## config.mk

```make
export PLATFORM = sky130hd
export DESIGN_NAME = adder_axil_master
export DESIGN_NICKNAME = d
export VERILOG_FILES = /design/src/rtl/adder_axil_pkg.sv /design/src/rtl/axil_write_channel.sv /design/src/rtl/adder_axil_master.sv
export SDC_FILE = /design/constraint.sdc
export NUM_CORES = 1
export LEC_CHECK = 0
export ABC_AREA = 0
export CAP_MARGIN = 30
export CORE_MARGIN = 5
export CORE_UTILIZATION = 25
export DETAILED_ROUTE_END_ITERATION = 7
export GPL_TIMING_DRIVEN = 0
export PLACE_DENSITY = 0.47
export SETUP_SLACK_MARGIN = 0.05
export SLEW_MARGIN = 20
export SYNTH_ARGS = -nofsm -noshare
export SYNTH_HDL_FRONTEND = slang
export SYNTH_SLANG_ARGS = --single-unit
```

## constraint.sdc

```tcl
create_clock -name m1_axi_aclk -period 1.95 [get_ports m1_axi_aclk]
set_input_delay 0.195 -clock m1_axi_aclk [delete_from_list [all_inputs] [get_ports m1_axi_aclk]]
set_output_delay 0.195 -clock m1_axi_aclk [all_outputs]
set_load 0.005 [all_outputs]
```

## src/rtl/adder_axil_pkg.sv

```systemverilog
// Shared definitions for the adder AXI4-Lite master and the adder slave:
// sequencer states, default register offsets and response encodings.
package adder_axil_pkg;

    typedef enum logic [2:0] {
        ST_IDLE  = 3'd0,
        ST_WR_A  = 3'd1,
        ST_WB_A  = 3'd2,
        ST_WR_B  = 3'd3,
        ST_WB_B  = 3'd4,
        ST_RD    = 3'd5,
        ST_WR_RD = 3'd6,
        ST_DONE  = 3'd7
    } state_e;

    localparam logic [7:0] OPA_OFFSET = 8'h00;
    localparam logic [7:0] OPB_OFFSET = 8'h04;
    localparam logic [7:0] RES_OFFSET = 8'h08;

    localparam logic AXI_RESP_OK  = 1'b0;
    localparam logic AXI_RESP_ERR = 1'b1;

    // States in which the sequencer is waiting on the slave and the watchdog runs.
    function automatic logic is_wait_state(input state_e s);
        logic w;
        case (s)
            ST_WR_A, ST_WB_A, ST_WR_B, ST_WB_B, ST_RD, ST_WR_RD: w = 1'b1;
            default:                                             w = 1'b0;
        endcase
        return w;
    endfunction

endpackage

```

## src/rtl/axil_write_channel.sv

```systemverilog
// One AXI4-Lite write (AW + W + B). AW and W complete independently; bready is
// raised once both have been accepted and the write finishes on the B beat.
module axil_write_channel
    import adder_axil_pkg::*;
#(
    parameter int DATA_WIDTH = 32,
    parameter int ADDR_WIDTH = 8
) (
    input  logic                    clk_i,
    input  logic                    rst_ni,
    input  logic                    start_i,
    input  logic                    abort_i,
    input  logic [ADDR_WIDTH-1:0]   addr_i,
    input  logic [DATA_WIDTH-1:0]   data_i,
    output logic                    addr_done_o,
    output logic                    done_o,
    output logic                    err_o,
    output logic [ADDR_WIDTH-1:0]   awaddr_o,
    output logic                    awvalid_o,
    input  logic                    awready_i,
    output logic [DATA_WIDTH-1:0]   wdata_o,
    output logic [DATA_WIDTH/8-1:0] wstrb_o,
    output logic                    wvalid_o,
    input  logic                    wready_i,
    input  logic                    bresp_i,
    input  logic                    bvalid_i,
    output logic                    bready_o
);

    logic [ADDR_WIDTH-1:0] awaddr_q, awaddr_d;
    logic [DATA_WIDTH-1:0] wdata_q, wdata_d;
    logic                  awvalid_q, awvalid_d;
    logic                  wvalid_q, wvalid_d;
    logic                  bready_q, bready_d;
    logic                  addr_done_s;
    logic                  done_s;

    // Next-state of the three channel valids/readies and the held address/data.
    always_comb begin
        awaddr_d    = awaddr_q;
        wdata_d     = wdata_q;
        awvalid_d   = awvalid_q;
        wvalid_d    = wvalid_q;
        bready_d    = bready_q;
        addr_done_s = (awvalid_q | wvalid_q) & (~awvalid_q | awready_i) & (~wvalid_q | wready_i);
        done_s      = bready_q & bvalid_i;
        if (abort_i) begin
            awvalid_d = 1'b0;
            wvalid_d  = 1'b0;
            bready_d  = 1'b0;
        end else if (start_i) begin
            awaddr_d  = addr_i;
            wdata_d   = data_i;
            awvalid_d = 1'b1;
            wvalid_d  = 1'b1;
            bready_d  = 1'b0;
        end else begin
            awvalid_d = awvalid_q & ~awready_i;
            wvalid_d  = wvalid_q & ~wready_i;
            if (addr_done_s) begin
                bready_d = 1'b1;
            end else if (done_s) begin
                bready_d = 1'b0;
            end else begin
                bready_d = bready_q;
            end
        end
    end

    // Channel register bank.
    always_ff @(posedge clk_i or negedge rst_ni) begin
        if (!rst_ni) begin
            awaddr_q  <= {ADDR_WIDTH{1'b0}};
            wdata_q   <= {DATA_WIDTH{1'b0}};
            awvalid_q <= 1'b0;
            wvalid_q  <= 1'b0;
            bready_q  <= 1'b0;
        end else begin
            awaddr_q  <= awaddr_d;
            wdata_q   <= wdata_d;
            awvalid_q <= awvalid_d;
            wvalid_q  <= wvalid_d;
            bready_q  <= bready_d;
        end
    end

    assign addr_done_o = addr_done_s;
    assign done_o      = done_s;
    assign err_o       = done_s & (bresp_i == AXI_RESP_ERR);
    assign awaddr_o    = awaddr_q;
    assign awvalid_o   = awvalid_q;
    assign wdata_o     = wdata_q;
    assign wstrb_o     = {(DATA_WIDTH/8){1'b1}};
    assign wvalid_o    = wvalid_q;
    assign bready_o    = bready_q;

endmodule

```

## src/rtl/adder_axil_master.sv

```systemverilog
// AXI4-Lite master for the adder: writes op_a and op_b, reads back the result
// and returns it with a sticky error flag. One request in flight at a time.
module adder_axil_master
    import adder_axil_pkg::*;
#(
    parameter int                    DATA_WIDTH     = 32,
    parameter int                    ADDR_WIDTH     = 8,
    parameter logic [ADDR_WIDTH-1:0] OPA_ADDR       = ADDR_WIDTH'(OPA_OFFSET),
    parameter logic [ADDR_WIDTH-1:0] OPB_ADDR       = ADDR_WIDTH'(OPB_OFFSET),
    parameter logic [ADDR_WIDTH-1:0] RES_ADDR       = ADDR_WIDTH'(RES_OFFSET),
    parameter int                    TIMEOUT_CYCLES = 255
) (
    input  logic                    m1_axi_aclk,
    input  logic                    m1_axi_aresetn,
    input  logic                    req_valid,
    output logic                    req_ready,
    input  logic [DATA_WIDTH-1:0]   req_op_a,
    input  logic [DATA_WIDTH-1:0]   req_op_b,
    output logic                    res_valid,
    input  logic                    res_ready,
    output logic [DATA_WIDTH-1:0]   res_data,
    output logic                    res_err,
    output logic [ADDR_WIDTH-1:0]   m1_axi_awaddr,
    output logic                    m1_axi_awvalid,
    input  logic                    m1_axi_awready,
    output logic [DATA_WIDTH-1:0]   m1_axi_wdata,
    output logic [DATA_WIDTH/8-1:0] m1_axi_wstrb,
    output logic                    m1_axi_wvalid,
    input  logic                    m1_axi_wready,
    input  logic                    m1_axi_bresp,
    input  logic                    m1_axi_bvalid,
    output logic                    m1_axi_bready,
    output logic [ADDR_WIDTH-1:0]   m1_axi_araddr,
    output logic                    m1_axi_arvalid,
    input  logic                    m1_axi_arready,
    input  logic [DATA_WIDTH-1:0]   m1_axi_rdata,
    input  logic                    m1_axi_rresp,
    input  logic                    m1_axi_rvalid,
    output logic                    m1_axi_rready
);

    // The counter only has to reach TIMEOUT_CYCLES-1 before the watchdog fires.
    localparam int             WD_W    = (TIMEOUT_CYCLES > 1) ? $clog2(TIMEOUT_CYCLES) : 1;
    localparam logic [WD_W-1:0] WD_LAST = WD_W'(TIMEOUT_CYCLES - 1);
    localparam bit             WD_EN   = (TIMEOUT_CYCLES != 0);

    state_e                state_q, state_d, state_nxt_s;
    logic [DATA_WIDTH-1:0] op_b_q, op_b_d;
    logic [DATA_WIDTH-1:0] res_data_q, res_data_d;
    logic [ADDR_WIDTH-1:0] araddr_q, araddr_d;
    logic [WD_W-1:0]       wd_cnt_q, wd_cnt_d;
    logic                  err_q, err_d;
    logic                  res_valid_q, res_valid_d;
    logic                  req_ready_q, req_ready_d;
    logic                  arvalid_q, arvalid_d;
    logic                  rready_q, rready_d;

    logic                  accept_s;
    logic                  wc_start_s;
    logic                  wc_addr_done_s;
    logic                  wc_done_s;
    logic                  wc_err_s;
    logic                  rd_done_s;
    logic                  in_wait_s;
    logic                  timeout_s;
    logic [ADDR_WIDTH-1:0] wc_addr_s;
    logic [DATA_WIDTH-1:0] wc_data_s;

    // Operand A goes straight from the request port into the write channel so
    // AW/W can rise on the cycle after accept; only operand B needs holding.
    assign wc_addr_s = (state_q == ST_IDLE) ? OPA_ADDR : OPB_ADDR;
    assign wc_data_s = (state_q == ST_IDLE) ? req_op_a : op_b_q;

    axil_write_channel #(
        .DATA_WIDTH (DATA_WIDTH),
        .ADDR_WIDTH (ADDR_WIDTH)
    ) u_wr (
        .clk_i       (m1_axi_aclk),
        .rst_ni      (m1_axi_aresetn),
        .start_i     (wc_start_s),
        .abort_i     (timeout_s),
        .addr_i      (wc_addr_s),
        .data_i      (wc_data_s),
        .addr_done_o (wc_addr_done_s),
        .done_o      (wc_done_s),
        .err_o       (wc_err_s),
        .awaddr_o    (m1_axi_awaddr),
        .awvalid_o   (m1_axi_awvalid),
        .awready_i   (m1_axi_awready),
        .wdata_o     (m1_axi_wdata),
        .wstrb_o     (m1_axi_wstrb),
        .wvalid_o    (m1_axi_wvalid),
        .wready_i    (m1_axi_wready),
        .bresp_i     (m1_axi_bresp),
        .bvalid_i    (m1_axi_bvalid),
        .bready_o    (m1_axi_bready)
    );

    // Sequencer next state from handshakes, with the watchdog able to force DONE.
    always_comb begin
        state_nxt_s = state_q;
        accept_s    = 1'b0;
        wc_start_s  = 1'b0;
        rd_done_s   = 1'b0;
        case (state_q)
            ST_IDLE: begin
                if (req_valid && req_ready_q) begin
                    state_nxt_s = ST_WR_A;
                    accept_s    = 1'b1;
                    wc_start_s  = 1'b1;
                end else begin
                    state_nxt_s = ST_IDLE;
                end
            end
            ST_WR_A:  state_nxt_s = wc_addr_done_s ? ST_WB_A : ST_WR_A;
            ST_WB_A: begin
                if (wc_done_s) begin
                    state_nxt_s = ST_WR_B;
                    wc_start_s  = 1'b1;
                end else begin
                    state_nxt_s = ST_WB_A;
                end
            end
            ST_WR_B:  state_nxt_s = wc_addr_done_s ? ST_WB_B : ST_WR_B;
            ST_WB_B:  state_nxt_s = wc_done_s ? ST_RD : ST_WB_B;
            ST_RD:    state_nxt_s = (arvalid_q && m1_axi_arready) ? ST_WR_RD : ST_RD;
            ST_WR_RD: begin
                if (rready_q && m1_axi_rvalid) begin
                    state_nxt_s = ST_DONE;
                    rd_done_s   = 1'b1;
                end else begin
                    state_nxt_s = ST_WR_RD;
                end
            end
            ST_DONE:  state_nxt_s = res_ready ? ST_IDLE : ST_DONE;
            default:  state_nxt_s = ST_IDLE;
        endcase
        in_wait_s = is_wait_state(state_q);
        timeout_s = WD_EN && in_wait_s && (state_nxt_s == state_q) && (wd_cnt_q == WD_LAST);
    end

    // Datapath and registered-output next values.
    always_comb begin
        state_d     = timeout_s ? ST_DONE : state_nxt_s;
        wd_cnt_d    = ((state_d != state_q) || !in_wait_s) ? {WD_W{1'b0}} : (wd_cnt_q + WD_W'(1));
        op_b_d      = accept_s ? req_op_b : op_b_q;
        res_data_d  = rd_done_s ? m1_axi_rdata : res_data_q;
        araddr_d    = (state_d == ST_RD) ? RES_ADDR : araddr_q;
        arvalid_d   = (state_d == ST_RD);
        rready_d    = (state_d == ST_WR_RD);
        res_valid_d = (state_d == ST_DONE);
        req_ready_d = (state_d == ST_IDLE);
        if (accept_s) begin
            err_d = 1'b0;
        end else if (timeout_s) begin
            err_d = 1'b1;
        end else if (wc_err_s) begin
            err_d = 1'b1;
        end else if (rd_done_s && (m1_axi_rresp == AXI_RESP_ERR)) begin
            err_d = 1'b1;
        end else begin
            err_d = err_q;
        end
    end

    // Sequencer, watchdog and output registers.
    always_ff @(posedge m1_axi_aclk or negedge m1_axi_aresetn) begin
        if (!m1_axi_aresetn) begin
            state_q     <= ST_IDLE;
            wd_cnt_q    <= {WD_W{1'b0}};
            op_b_q      <= {DATA_WIDTH{1'b0}};
            res_data_q  <= {DATA_WIDTH{1'b0}};
            araddr_q    <= {ADDR_WIDTH{1'b0}};
            err_q       <= 1'b0;
            res_valid_q <= 1'b0;
            req_ready_q <= 1'b0;
            arvalid_q   <= 1'b0;
            rready_q    <= 1'b0;
        end else begin
            state_q     <= state_d;
            wd_cnt_q    <= wd_cnt_d;
            op_b_q      <= op_b_d;
            res_data_q  <= res_data_d;
            araddr_q    <= araddr_d;
            err_q       <= err_d;
            res_valid_q <= res_valid_d;
            req_ready_q <= req_ready_d;
            arvalid_q   <= arvalid_d;
            rready_q    <= rready_d;
        end
    end

    assign req_ready      = req_ready_q;
    assign res_valid      = res_valid_q;
    assign res_data       = res_data_q;
    assign res_err        = err_q;
    assign m1_axi_araddr  = araddr_q;
    assign m1_axi_arvalid = arvalid_q;
    assign m1_axi_rready  = rready_q;

endmodule

```

### Word level (Yosys, flattened, before mapping)

Cells that the tools add are included.
Widths: inputs -> output; s select.

* register bits: 124
* output and inout port bits: 92

* bitwise logic cells: 14
* eq/ne operators: 13
* reductions and logical operators: 14
* add/subtract/negate cells: 1
* multiplexer cells: 32

Operator list (count)
* $mux 32: 1
* $pmux 3 s8: 1
* $mux 1: 22
* $eq 3x3->1 const B: 7
* $mux 3: 4
* $add 8x1->8 const B: 1
* $eq 8x8->1 const B: 1
* $mux 8: 1
* $reduce_bool 4->1: 2
* $and 1x1->1: 6
* $eq 3x2->1 const B: 2
* $logic_and 1x1->1: 6
* $logic_not 3->1: 2
* $reduce_or 6->1: 1
* $not 1->1: 5
* $mux 2: 2
* $eq 3x1->1 const B: 1
* $eq 3x3->1: 1
* $ne 3x3->1: 1
* $or 1x1->1: 3
* $pmux 1 s2: 1
* $reduce_and 2->1: 1
* $logic_not 1->1: 1
* $logic_or 1x1->1: 1

### Depth between registers and ports, before layout

* depth in word-level cells: 13
* mapped depth: 9
* gate-level depth less buffers: 7

### By module

Synthesis repeated with hierarchy kept, for this count alone.

* cells, all modules: 454
* area total of the unflattened synthesis: 5517.8 µm²

Modules (own cells, without submodules)
* adder_axil_master: instances 1, area each 3817.4 µm², cells each 350
* axil_write_channel: instances 1, area each 1700.4 µm², cells each 104

### Worst setup path before layout

Ideal clock, no wire load.

* path kind: reg2reg
* from: register state_q[2]
* to: register araddr_q[3] (netlist: m1_axi_araddr[3])
* slack: 0.144 ns
* path buffers: 2
* arrival time: 1.669 ns
* period minus slack after synthesis: 1.806 ns
* required time: 1.813 ns
* stages on the path, launching flop included: 8
* path through: dfrtp_1 -> buf_2 -> and2_1 -> a211o_1 -> a311oi_1 -> and3_1 -> buf_2 -> o31ai_1

* longest elaborated chain between the ends: 7
* elaborated cells between the ends (all ways): 16
* those cells by class: eq/ne: 9; mux: 3; reduce/logical: 4

RTL lines
* start: declaration: RTL line adder_axil_master.sv:47 `state_e state_q, state_d, state_nxt_s;`
* start signal: assignment: RTL line adder_axil_master.sv:180 `state_q <= state_d;`
* $eq 3x3->1 (tied with other cells): RTL line adder_axil_master.sv:105 `case (state_q)`
* $pmux 3 s8 or $reduce_or 6->1 (tied branches): RTL line adder_axil_master.sv:105, adder_axil_pkg.sv:26
* $eq 3x3->1 or $mux 1 (tied branches): RTL line adder_axil_master.sv:139, adder_axil_pkg.sv:26
* $logic_and 1x1->1 (2 in series): RTL line adder_axil_master.sv:139 `timeout_s = WD_EN && in_wait_s && (state_nxt_s == state_q) && (wd_cnt_q == WD_LAST);`
* $mux 3 *: RTL line adder_axil_master.sv:144 `state_d = timeout_s ? ST_DONE : state_nxt_s;`
* $eq 3x3->1 *: RTL line adder_axil_master.sv:148 `araddr_d = (state_d == ST_RD) ? RES_ADDR : araddr_q;`
* end signal: assignment: RTL line adder_axil_master.sv:173 `araddr_q <= {ADDR_WIDTH{1'b0}};`
* end signal: assignment: RTL line adder_axil_master.sv:184 `araddr_q <= araddr_d;`
* end: declaration: RTL line adder_axil_master.sv:50 `logic [ADDR_WIDTH-1:0] araddr_q, araddr_d;`

Mark *: on every way between the ends. The rest lies on a longest branch, timed or not.
A chain may end at the register's enable or synchronous reset.

### Worst setup path after layout

* from: register state_q[1]
* to: register araddr_q[3] (netlist: m1_axi_araddr[3])

Same word-level chain as after synthesis.

==> results.py <==
metrics = {
    "setup_path": {
        "path_delay_family": "compound AO/OA/AOI/OAI gates",
        "cp.arrival_ps": 2170,
        "path_class": "flop to flop",
        "cp_num_cells": 7,
        "reg2reg_setup_slack_ps": 50,
        "end_kind": "flop",
        "path_max_fanout": 6,
        "max_stage_delay_ps": 420,
        "r2r_end": "m1_axi_araddr[3]",
        "worst-path-buf-inv": 2,
        "critPathSlowestCell": "dfrtp_1",
        "reg2reg_depth": 7,
        "start_kind": "flop",
        "r2r_start": "state_q[1]",
        "required_ps": 2220,
        "crit_chain": "buf_4 > and2_1 > a211o_1 > a311oi_2 > and3_1 > buf_6 > o31ai_1",
    },
    "power_and_ir_drop": {
        "swShare_pct": 29.3,
        "clockPowerShare_pct": 30.6,
        "power_density_nw_per_um2": 1260,
        "p_comb_share_pct": 34.1,
        "p_sw_mw": 3.00,
        "p_seq_share_pct": 35.2,
        "power_mw": 10.2,
        "internal-power_mw": 7.22,
        "peakVddDrop_v": 0.000602,
        "p_leak_nw": 3.55,
    },
    "final_layout": {
        "final.fill_count": 1909,
        "nets": 748,
        "area_delta_synth_final_pct": 59.9,
        "antennaDiodeCount": 0,
        "drive_gt1_share_pct": 24.2,
    },
    "logic_synthesis": {
        "synth.cell_area_um2": 5060,
        "async_flop_share_pct": 100,
        "synth.area.top_cells": "dfrtp_1, mux2_2, mux2i_1, nand2_1, buf_4",
        "yosysWarnings": 0,
        "yosysTopAreaCell": "dfrtp_1",
        "synth_edf_count": 0,
        "ys_seq_elements": 117,
        "yosysSeqAreaShare_pct": 57.9,
        "post-synth-top-count-cell": "dfrtp_1",
        "netlist.area_leader.share_pct": 57.9,
        "dominantRegCellSynth": "dfrtp_1",
        "synthDistinctLibCells": 37,
        "ys_top_cells_by_count": "dfrtp_1, mux2_2, nand2_1",
        "synth_cells": 411,
        "avgSynthCellArea_um2": 12.3,
    },
    "clock_network": {
        "htree_levels": 4,
        "cts_tree": "built",
        "path_clk_slew_ps": 60,
        "clk-insertion-delay-late_ps": 400,
        "cts_root_buf": "clkbuf_16",
        "clock-sinks": 117,
        "cts-buffers-inserted": 17,
        "cts_buffer_depth": 2,
    },
    "placement": {
        "gp_congestion": 0.790,
        "dp_hpwl_um": 10900,
        "numPortBuffers": 180,
    },
    "floorplan": {
        "pin_count": 199,
        "die_area_um2": 23200,
        "die_height_um": 152,
        "rows": 52,
        "start_util_pct": 25.1,
        "die_w_um": 152,
        "core-area_um2": 20100,
    },
    "grt": {
        "grt_pass1_wl_um": 23600,
        "antenna_found_initial": 0,
        "grt_pass1_vias": 4205,
        "grt.overflow.total": 0,
        "grtUsageTotal_pct": 12.6,
        "grt_max_degree": 62,
    },
    "timing": {
        "hold_slack_ps": 322,
        "finClkSkew_ps": 7.25,
        "setup_viol": 0,
        "max_freq_ghz": 0.525,
        "tightest_slew_ps": 575,
        "finalSetupTns_ps": 0,
        "final_max_slew_viol_count": 0,
        "period_minus_slack_ps": 1900,
        "grt_setup_unrepaired": "true",
        "max_slew_margin_pct": 61.7,
        "final_hold_viol_count": 0,
        "fin_crit_sh_pct": 97.6,
    },
    "job": {
        "cap_violations": 0,
    },
    "drt": {
        "firstDrtPassIters": 4,
        "route.detailed.drc": 0,
        "antenna_left": 0,
        "vias": 3916,
        "drtIter0Drc": 126,
        "wl_um": 14700,
        "wl_per_cell_um": 16.0,
        "vias_per_cell": 4.25,
    },
    "min_path": {
        "hp-class": "input pin to asynchronous set/reset pin",
    },
    "run_status": {
        "status": "completed",
    },
}
worst register-to-register path, cell delays in order (launching register included):
cell,delay (ps)
dfrtp_1,420
buf_4,150
and2_1,160
a211o_1,290
a311oi_2,290
and3_1,240
buf_6,140
o31ai_1,80
what timing repair did:
action / in CTS / in global routing
gates resized for setup: 23 / 13
endpoints found under the hold margin: 56 / 0
pin swaps: 8 / 3
setup endpoints to repair: 113 / 96
setup buffers: 6 / 5
hold buffers: 1 / 0
power by group through the flow:
stage | clock network (mW) | registers (mW) | logic (mW)
4_1_cts | 3.24 | 3.61 | 3.50
2_1_floorplan | 0 | 3.61 | 1.51
3_3_place_gp | 0 | 3.62 | 3.27
6_report | 3.13 | 3.60 | 3.49
5_1_grt | 3.34 | 3.71 | 3.84
3_5_place_dp | 0 | 3.65 | 3.32
worst max path at each step:
stage | start | slack [ps] | end
2_1_floorplan | state_q[2] | 140 | m1_axi_araddr[3]
3_3_place_gp | m1_axi_aresetn | -4130 | res_data[18]
3_5_place_dp | state_q[0] | -490 | u_wr.wdata_o[14]
4_1_cts | state_q[0] | 40 | m1_axi_araddr[3]
5_1_grt | state_q[1] | 20 | m1_axi_araddr[3]
6_report | state_q[1] | 50 | m1_axi_araddr[3]
cell type report:
class | count | area [um^2] | share of cell area (%)
repair buffers | 193 | 1920 | 23.8
plain buffers | 40 | 298 | 3.68
flip-flops and latches | 117 | 2930 | 36.2
clock buffers | 19 | 433 | 5.36
clock inverters | 13 | 159 | 1.97
inverters | 4 | 15.0 | 0.186
multi-input cells | 266 | 1990 | 24.6
well taps | 270 | 338 | 4.18
registers in the layout, summed over array words and instances (netlist names):
register / count
req_ready: 1
u_wr.wdata_o: 32
res_err: 1
u_wr.wvalid_o: 1
m1_axi_rready: 1
wd_cnt_q: 8
op_b_q: 32
res_valid: 1
u_wr.awvalid_o: 1
res_data: 32
m1_axi_araddr: 1
state_q: 3
m1_axi_arvalid: 1
u_wr.bready_o: 1
u_wr.awaddr_o: 1
cells by family (layout without fill, tap and decap cells):
kind of cell	count (synthesis)	after routing	synth area share, %
adders and majority gates	2	2	0.495
AOI/OAI and AO/OA	56	56	6.38
other	2	18	0.149
DFF	117	117	57.9
buffers and inverters	44	269	5.02
xor gates and xnor gates	7	7	1.21
and+or+nand+nor	85	85	7.84
muxes	98	98	21.0
cell usage in the layout (no fill, tap or decap), types with 4 or more instances in the layout:
master and n:
clkdlybuf4s50_1 179, dfrtp_1 117, mux2_2 64, nand2_1 42, buf_4 35, mux2i_1 34
o21ai_0 25, conb_1 18, clkbuf_16 17, nor2_1 15, o21ai_1 13, clkbuf_2 7
buf_6 5, and3_1 5, clkbuf_4 5, nor3_1 4, inv_1 4, a31oi_1 4
xnor2_1 4, clkinv_2 4
stage by stage:
stage | setup WS, ps | cell area, um^2 | instances | utilization (%)
global route | 19.5 | 8080 | 922 | 40.2
detailed placement | -486 | 7280 | 878 | 36.2
global placement | -4130 | 7260 | 877 | 36.1
floorplan | 144 | 5120 | 427 | -
finish | 46.0 | 8080 | 922 | 40.2
CTS | 43.2 | 8010 | 917 | 39.8
per-layer routing:
| metal | up-vias | wire length, um | track usage (%) |
|---|---|---|---|
| met5 | - | 0 | 0 |
| met4 | 0 | 146 | 3.08 |
| met3 | 12 | 1130 | 5.17 |
| met2 | 137 | 6940 | 20.4 |
| met1 | 1914 | 6520 | 15.9 |
| li1 | 1853 | - | - |
(Power assumes the default switching activity.)
